==> src/rtl/fetch_pkg.sv <==
// Shared types and constants for the instruction fetch stage.
package fetch_pkg;

    localparam int unsigned ADDR_W = 32;
    localparam int unsigned DATA_W = 32;

    localparam logic [DATA_W-1:0] NOP_INSTR = 32'h0000_0013;
    localparam logic [ADDR_W-1:0] PC_INCR   = 32'd4;

    typedef enum logic [1:0] {
        IDLE = 2'd0,
        REQ  = 2'd1,
        WAIT = 2'd2,
        HOLD = 2'd3
    } fetch_state_e;

endpackage

==> src/rtl/fetch_pc_sel.sv <==
// Fetch PC register: redirect beats sequential increment, targets word-aligned.
module fetch_pc_sel
    import fetch_pkg::*;
#(
    parameter logic [ADDR_W-1:0] RESET_PC = 32'h0000_0000
) (
    input  logic              clk,
    input  logic              rst,
    input  logic              redirect,
    input  logic [ADDR_W-1:0] redirect_pc,
    input  logic              advance,
    output logic [ADDR_W-1:0] pc_q,
    output logic              misaligned
);

    // PC update and one-cycle misalignment flag for accepted redirects
    always_ff @(posedge clk or posedge rst) begin
        if (rst) begin
            pc_q       <= RESET_PC;
            misaligned <= 1'b0;
        end else begin
            misaligned <= redirect && (redirect_pc[1:0] != 2'b00);
            if (redirect) begin
                pc_q <= {redirect_pc[ADDR_W-1:2], 2'b00};
            end else if (advance) begin
                pc_q <= pc_q + PC_INCR;
            end
        end
    end

endmodule

==> src/rtl/instr_fetch_unit.sv <==
// Fetch stage: one outstanding imem request, squashes stale responses on redirect.
module instr_fetch_unit #(
    parameter logic [31:0] RESET_PC  = 32'h0000_0000,
    parameter logic [31:0] NOP_INSTR = fetch_pkg::NOP_INSTR
) (
    input  logic        clk_i,
    input  logic        rst_i,
    output logic        imem_req_o,
    output logic [31:0] imem_addr_o,
    input  logic        imem_gnt_i,
    input  logic        imem_rvalid_i,
    input  logic [31:0] imem_rdata_i,
    input  logic        redirect_i,
    input  logic [31:0] redirect_pc_i,
    output logic        instr_valid_o,
    input  logic        instr_ready_i,
    output logic [31:0] instruction_o,
    output logic [31:0] pc_o,
    output logic        misaligned_o
);

    import fetch_pkg::*;

    fetch_state_e      state_q, state_d;
    logic              squash_q, squash_d;
    logic              valid_d;
    logic [DATA_W-1:0] instr_d;
    logic [ADDR_W-1:0] pc_out_d;
    logic [ADDR_W-1:0] pc_q;
    logic              redir_take;
    logic              advance;

    fetch_pc_sel #(
        .RESET_PC(RESET_PC)
    ) u_pc_sel (
        .clk        (clk_i),
        .rst        (rst_i),
        .redirect   (redir_take),
        .redirect_pc(redirect_pc_i),
        .advance    (advance),
        .pc_q       (pc_q),
        .misaligned (misaligned_o)
    );

    // Memory request side is decoded from state and PC only
    assign imem_req_o  = (state_q == REQ);
    assign imem_addr_o = pc_q;

    // State, squash flag and decode-facing output registers
    always_ff @(posedge clk_i or posedge rst_i) begin
        if (rst_i) begin
            state_q       <= IDLE;
            squash_q      <= 1'b0;
            instr_valid_o <= 1'b0;
            instruction_o <= NOP_INSTR;
            pc_o          <= RESET_PC;
        end else begin
            state_q       <= state_d;
            squash_q      <= squash_d;
            instr_valid_o <= valid_d;
            instruction_o <= instr_d;
            pc_o          <= pc_out_d;
        end
    end

    // Next-state logic; a redirect overrides every other transition
    always_comb begin
        state_d    = state_q;
        squash_d   = squash_q;
        valid_d    = instr_valid_o;
        instr_d    = instruction_o;
        pc_out_d   = pc_o;
        redir_take = 1'b0;
        advance    = 1'b0;

        unique case (state_q)
            IDLE: begin
                state_d = REQ;
            end
            REQ: begin
                if (redirect_i) begin
                    redir_take = 1'b1;
                    if (imem_gnt_i) begin
                        squash_d = 1'b1;
                        state_d  = WAIT;
                    end
                end else if (imem_gnt_i) begin
                    state_d = WAIT;
                end
            end
            WAIT: begin
                if (redirect_i) begin
                    redir_take = 1'b1;
                    if (imem_rvalid_i) begin
                        squash_d = 1'b0;
                        state_d  = REQ;
                    end else begin
                        squash_d = 1'b1;
                    end
                end else if (imem_rvalid_i) begin
                    if (squash_q) begin
                        squash_d = 1'b0;
                        state_d  = REQ;
                    end else begin
                        instr_d  = imem_rdata_i;
                        pc_out_d = pc_q;
                        valid_d  = 1'b1;
                        state_d  = HOLD;
                    end
                end
            end
            HOLD: begin
                if (redirect_i) begin
                    redir_take = 1'b1;
                    valid_d    = 1'b0;
                    state_d    = REQ;
                end else if (instr_ready_i) begin
                    valid_d = 1'b0;
                    advance = 1'b1;
                    state_d = REQ;
                end
            end
            default: begin
                state_d = IDLE;
            end
        endcase
    end

endmodule

==> config.mk <==
export PLATFORM = sky130hd
export DESIGN_NAME = instr_fetch_unit
export DESIGN_NICKNAME = d
export VERILOG_FILES = /design/src/rtl/fetch_pkg.sv /design/src/rtl/fetch_pc_sel.sv /design/src/rtl/instr_fetch_unit.sv
export SDC_FILE = /design/constraint.sdc
export NUM_CORES = 1
export LEC_CHECK = 0
export BUFFER_PORTS_ARGS = -buffer_cell sky130_fd_sc_hd__buf_2
export CAP_MARGIN = 20
export CORE_MARGIN = 1
export CORE_UTILIZATION = 30
export DETAILED_ROUTE_END_ITERATION = 6
export RECOVER_POWER = 25
export SLEW_MARGIN = 20
export SYNTH_ARGS = -nofsm -noshare
export SYNTH_HDL_FRONTEND = slang
export SYNTH_SLANG_ARGS = --single-unit
==> constraint.sdc <==
create_clock -name clk_i -period 7.1 [get_ports clk_i]
set_input_delay 0 -clock clk_i [delete_from_list [all_inputs] [get_ports clk_i]]
set_output_delay 0 -clock clk_i [all_outputs]
set_load 0.05 [all_outputs]
==> run summary, run 1 <==
outcome: finished, violations left
failing checks: capacitance limit, slew limit
P_leak: 3.00 nW
die area: 15,400 um^2
#FFs+latches synth: 97
Routed Antenna Nets: 0
GR Util met3: 4.03%
initial antenna violation count: 0
Synth Flop Type: dfrtp_1
Final setup viols: 0
CTS tree: yes
sequential fraction of design power: 34.7%
setup repair after global routing missed its margin: false
Placer Congestion: 0.762
fin worst setup slack: 4.38 ns
synth unique cells: 40
clock power share: 17.7%
crit share post-route: 38.2%
Final Hold Vio Count: 0
yosys warns: 0
Setup WS pre-CTS: 4.36 ns
CTS Sinks: 97
Int Power: 1.36 mW
DR vias: 3,837
switch share: 50.0%
crit path max fanout: 39
ANT cells: 0
DP Wirelength: 8.12 mm
Arrival @ worst endpoint: 2.95 ns
CP required: 7.33 ns
CP Capture Type: flip-flop
Worst slew margin: -20.3%
core area: 14,500 um^2
Pins Over Slew Limit: 42
power after layout: 2.72 mW
met1 Use GR: 19.0%
Post-synth EDFFs: 0
Final Critical Period: 2.72 ns
Worst Skew: 0.00820 ns
drt via density: 4.84
net count reported at finish: 679
DIE WIDTH: 124 um
switching pwr: 1.36 mW
Clk pin slew, worst setup/hold paths: 0.07 ns
global-route usage over all layers: 15.4%
largest net degree at the start of global routing: 58
CTS Root Cell: clkbuf_16
met2 track demand over resource: 25.8%
post-synthesis area per instance: 11.8 um^2
CTS HTree Levels: 3
1st-pass router iterations: 4
layout cells sized above 1: 35.9%
routed wire length: 11.8 mm
max cap viols: 1
port buffer count: 164
critical path class: reg -> reg
HP Class: in -> reg
site row count: 44
Synth async-reset ratio: 100%
chip height: 124 um
Post-Synthesis Cell Area: 4460 um^2
most frequent cells in the layout: 131 x buf_2, 94 x dfrtp_1, 66 x dlygate4sd3_1
final instance area: 6330 um^2
initial core utilization: 30.7%
number of gates resized after CTS: 0
I/O Pins: 169
Sum Neg Setup Slack: 0 ns
commonest non-fill, non-tap cell in the layout: buf_2
CTS Buf Count: 9
Worst Setup Start Kind: flip-flop
Worst Tran Pin Value: 1.79 ns
clk buf depth: 2
Peak VDD IR: 0.260 mV
Congestion Overflow GR: 0
Synth Instances: 379
sequential fraction of the synthesis area: 54.5%
per-cell routed wire length: 14.9 um
vias in the first global route: 3,636
most used routing layer: met2
area delta synth->final: 42.0%
Logic pwr share: 47.6%
Post-DP Area: 5430 um^2
Peak Freq: 368 MHz
Power Dens Cells: 430 nW/um^2
clk_lat worst skew: 0.35 ns
DRT iter0 DRCs: 177
drt drc: 0
first-pass GRT wire length: 18.0 mm
==> through the flow <==
stage	hold slack (ns)	util [%]	std cells
2_1_floorplan	0.116	-	382
3_3_place_gp	0.0688	37.3	710
3_5_place_dp	0.0786	37.3	710
4_1_cts	0.0310	43.9	792
5_1_grt	0.0703	43.6	792
6_report	0.0527	43.6	792
==> cell type report <==
class	count	area, um^2
clock inverters	3	40.0
clock buffers	13	250
well taps	184	230
flip-flops and latches	97	2430
fillers	1383	8200
multi-input cells	253	1890
inverters	9	35.0
repair buffers	233	1460
==> critical path: stages, from the launching register on <==
cell and delay (ns):
dfrtp_1 0.42, inv_1 0.12, ha_1 0.21, nor3b_1 0.30, and2_2 0.58, buf_4 0.54
mux2_2 0.40
==> power groups by stage <==
stage	Combinational [mW]	Clock (mW)	Sequential, mW
floorplan	0.344	0	1.56
global placement	1.27	0	0.947
detailed placement	1.29	0	0.958
CTS	1.32	0.504	0.949
global route	1.38	0.522	0.985
finish	1.30	0.483	0.946
==> flip-flops by register name, summed over array words and instances (netlist names) <==
signal / cells
instr_valid_o: 1
instruction_o: 32
pc_o: 30
squash_q: 1
state_q: 2
u_pc_sel.misaligned: 1
u_pc_sel.pc_q: 30
==> cell usage after synthesis, types with 7 or more instances <==
cell / n / share of area (%)
nor2_1: 25 / 2.1
or4_1: 12 / 2.0
clkbuf_1: 8 / 0.67
buf_2: 9 / 1.0
inv_1: 9 / 0.76
o31ai_1: 11 / 1.9
nand2_1: 21 / 1.8
mux2_2: 63 / 16
o21ai_0: 17 / 1.9
dfrtp_1: 94 / 53
nand4_1: 7 / 0.98
or3_1: 9 / 1.3
a31oi_1: 21 / 2.9
nand3_1: 11 / 1.2
==> kinds of logic (layout without fill, tap and decap cells) <==
logic type / count (synthesis) / count (layout) / share of synthesized area, %
simple gates: 114 / 114 / 14.4
flops: 97 / 97 / 54.5
mux: 65 / 65 / 16.3
compound gates: 57 / 57 / 8.08
buf+inv: 32 / 258 / 3.53
xor+xnor: 7 / 7 / 1.37
fa+ha+maj: 6 / 6 / 1.68
other cells: 1 / 4 / 0.0840
==> what timing repair did <==
item	4_1_cts	5_1_grt
hold endpoints to repair	101	0
buffers inserted	0	0
hold buffers	66	0
==> path summary, 6_finish.rpt <==
path	end	cells past startpoint	start	slack, ns
setup / recovery	pc_o[7]	6	state_q[0]	4.38
hold / removal	squash_q	3	redirect_i	0.05
setup reg to reg	pc_o[7]	6	state_q[0]	4.38
hold reg to reg	instruction_o[31]	1	instruction_o[31]	0.50
max in group asynchronous	u_pc_sel.pc_q[10]	4	rst_i	5.01
min in group asynchronous	instruction_o[30]	3	rst_i	0.63
==> layer usage <==
metal	wire length [um]	part of all wire, %	vias to the layer above
met4	167	1.4	0
met2	5900	50	124
met1	5120	43	1867
met5	0	0	-
met3	657	5.5	11
li1	-	-	1835
No activity file was read; power rests on OpenSTA's default activity.
==> run 2: changes to the inputs <==
==> constraint.sdc (replaced) <==
create_clock -name clk_i -period 2.65 [get_ports clk_i]
set_input_delay 0 -clock clk_i [delete_from_list [all_inputs] [get_ports clk_i]]
set_output_delay 0 -clock clk_i [all_outputs]
set_load 0.05 [all_outputs]
==> run 2 against run 1 <==
  * The flow now finishes without violations
  * Cell count unchanged
  * Setup slack worse by 3.9 ns
  * Maximum frequency up 25%
  * Hold slack worse by 0.037 ns
  * Combinational power rose to 2.6 times the previous value
  * Clock skew down 0.0026 ns
  * Global-route usage up 0.38 points
  * Non-clock buffer count up 2
  * Die area unchanged
  * Power rose to 2.6 times the previous value
  * Critical path type unchanged
  * Largest cell class unchanged
  * Largest power group unchanged
  * Highest routed layer unchanged
==> run summary, run 2 (synthesis results as in run 1) <==
1st-pass router iterations: 4 (unchanged)
CP bufs+invs: 2 (unchanged)
commonest non-fill, non-tap cell in the layout: buf_2
number of gates resized after CTS: 0 (unchanged)
crit path max fanout: 23 (-41%)
Reg with most FFs: instruction_o
initial antenna violation count: 0 (unchanged)
Pins Over Slew Limit: 0 (-100%)
HP Class: in -> reg
RR Startpoint: state_q[0]
Worst Tran Pin Value: 1.44 ns (-0.352 ns)
CP required: 2.88 ns (-4.45 ns)
DP Wirelength: 8.23 mm (+1.3%)
largest net degree at the start of global routing: 66 (+14%)
chip height: 124 um (unchanged)
clk buf depth: 2 (unchanged)
outcome: finished, final reports clean
hold buffer count at CTS: 65 (-1.5%)
Worst path top cell family by delay: simple AND/OR/NAND/NOR gates
Clk pin slew, worst setup/hold paths: 0.06 ns (about the same)
largest stage delay on the critical path: 0.42 ns (-0.16 ns)
Peak Freq: 462 MHz (+25%)
Congestion Overflow GR: 0 (unchanged)
CTS Root Cell: clkbuf_16
per-cell routed wire length: 15.3 um (+2.1%)
Worst Skew: 0.00560 ns (-0.00260 ns)
area delta synth->final: 41.2%
initial core utilization: 30.7% (unchanged)
clk_lat worst skew: 0.35 ns (about the same)
P_leak: 2.87 nW (-4.4%)
most frequent cells in the layout: 96 x buf_2, 94 x dfrtp_1, 71 x clkbuf_1
CTS Sinks: 97 (unchanged)
core area: 14,500 um^2 (unchanged)
CTS HTree Levels: 3 (unchanged)
biggest regs: instruction_o: 32 flops, pc_o: 30 flops, u_pc_sel.pc_q: 30 flops
CTS Buf Count: 9 (unchanged)
DR vias: 3,829 (-0.21%)
Peak VDD IR: 0.757 mV (+190%)
Worst Hold Path Cells: 3 (unchanged)
reg2reg end: instruction_o[2]
Final Hold Vio Count: 0 (unchanged)
layout cells sized above 1: 30.3% (-5.6 points)
port buffer count: 164 (unchanged)
critical-path cell list: inv_1 -> ha_1 -> nor3b_1 -> and2_2 -> buf_4 -> mux2_2
die area: 15,400 um^2 (unchanged)
first-pass GRT wire length: 18.2 mm (+1.3%)
Routed Antenna Nets: 0 (unchanged)
Sum Neg Setup Slack: 0 ns (unchanged)
slowest CP cell: dfrtp_1
Final Critical Period: 2.17 ns (-0.549 ns)
routed wire length: 12.1 mm (+2.1%)
HP Start: imem_rvalid_i
Worst slew margin: 3.86% (+24 points)
hold_ws: 0.0155 ns (-0.0372 ns)
I/O Pins: 169 (unchanged)
global-route usage over all layers: 15.7% (+0.38 points)
CP Launch Point: state_q[0]
setup repair after global routing missed its margin: false
max cap viols: 0 (-1)
worst r2r path cells: 6 (unchanged)
CTS tree: yes
flop-to-flop setup slack: 0.48 ns (-3.90 ns)
Placer Congestion: 0.753 (-1.3%)
critical path class: reg -> reg
crit share post-route: 81.7% (+43 points)
net count reported at finish: 681 (+0.29%)
max reg flops: 32 (unchanged)
Arrival @ worst endpoint: 2.40 ns (-0.55 ns)
Power Dens Cells: 1140 nW/um^2 (+170%)
drt drc: 0 (unchanged)
Post-CTS Setup Inserts: 0 (unchanged)
Hold Path Sink: squash_q
DRT iter0 DRCs: 152 (-14%)
CP Capture Type: flip-flop
site row count: 44 (unchanged)
ANT cells: 0 (unchanged)
Final setup viols: 0 (unchanged)
Worst Setup Start Kind: flip-flop
vias in the first global route: 3,581 (-1.5%)
DIE WIDTH: 124 um (unchanged)
drt via density: 4.83 (-0.21%)
run 2: cell count changes in the layout (fill, tap and decap cells not counted), sizes merged:
cell         previous run  this run
clkinvlp                1         0
inv                     8         9
buf                   135       102
bufinv                  1         0
dlygate4sd3            66        65
clkinv                  2         0
clkbuf                 45        82
run 2: where the power goes:
part / switching [mW] / total (mW) / leakage [nW] / internal [mW]
clock: 0.528 / 1.21 / 0.129 / 0.679
sequential: 0.568 / 2.57 / 1.25 / 2.00
combinational: 2.58 / 3.44 / 1.50 / 0.857
total: 3.68 / 7.21 / 2.87 / 3.54
run 2: worst reg2reg max path, delay by kind of cell, from the launching register on:
family	cells	cell delay, ns
fa+ha+maj	1	0.21
buf+inv	2	0.43
flops	1	0.42
mux	1	0.39
simple gates	2	0.61
run 2: cell type report:
cell class | instances | area [um^2]
clock buffers | 14 | 264
fillers | 1429 | 8230
flip-flops and latches | 97 | 2430
multi-input cells | 253 | 1890
inverters | 9 | 33.8
well taps | 184 | 230
repair buffers | 235 | 1460
run 2: how the worst max path moves through the flow:
stage | endpoint | slack, ns | depth (start not counted)
after floorplan | instr_valid_o | 0.12 | 1
after global placement | u_pc_sel.pc_q[30] | 0.62 | 5
after detailed placement | instruction_o[6] | 0.52 | 6
after CTS | instruction_o[6] | 0.51 | 6
after global routing | u_pc_sel.pc_q[30] | 0.38 | 5
final | instruction_o[2] | 0.48 | 6
run 2: per-stage QoR:
| stage | total power [mW] | worst slack [ns] | util, % | cells | area (um^2) |
|---|---|---|---|---|---|
| after CTS | 7.36 | 0.511 | 44.0 | 792 | 6390 |
| after global placement | 5.96 | 0.622 | 37.7 | 713 | 5470 |
| after detailed placement | 6.04 | 0.523 | 37.7 | 713 | 5470 |
| after floorplan | 5.10 | 0.121 | - | 382 | 4470 |
| after global routing | 7.62 | 0.380 | 43.4 | 792 | 6300 |
| final | 7.21 | 0.484 | 43.4 | 792 | 6300 |
run 2: metal layers:
metal	global-route usage, %	routed length (um)	vias to the layer above
li1	-	-	1831
met1	19.4	5390	1872
met2	26.0	5860	113
met3	4.99	692	13
met4	5.06	152	0
met5	0	0	-
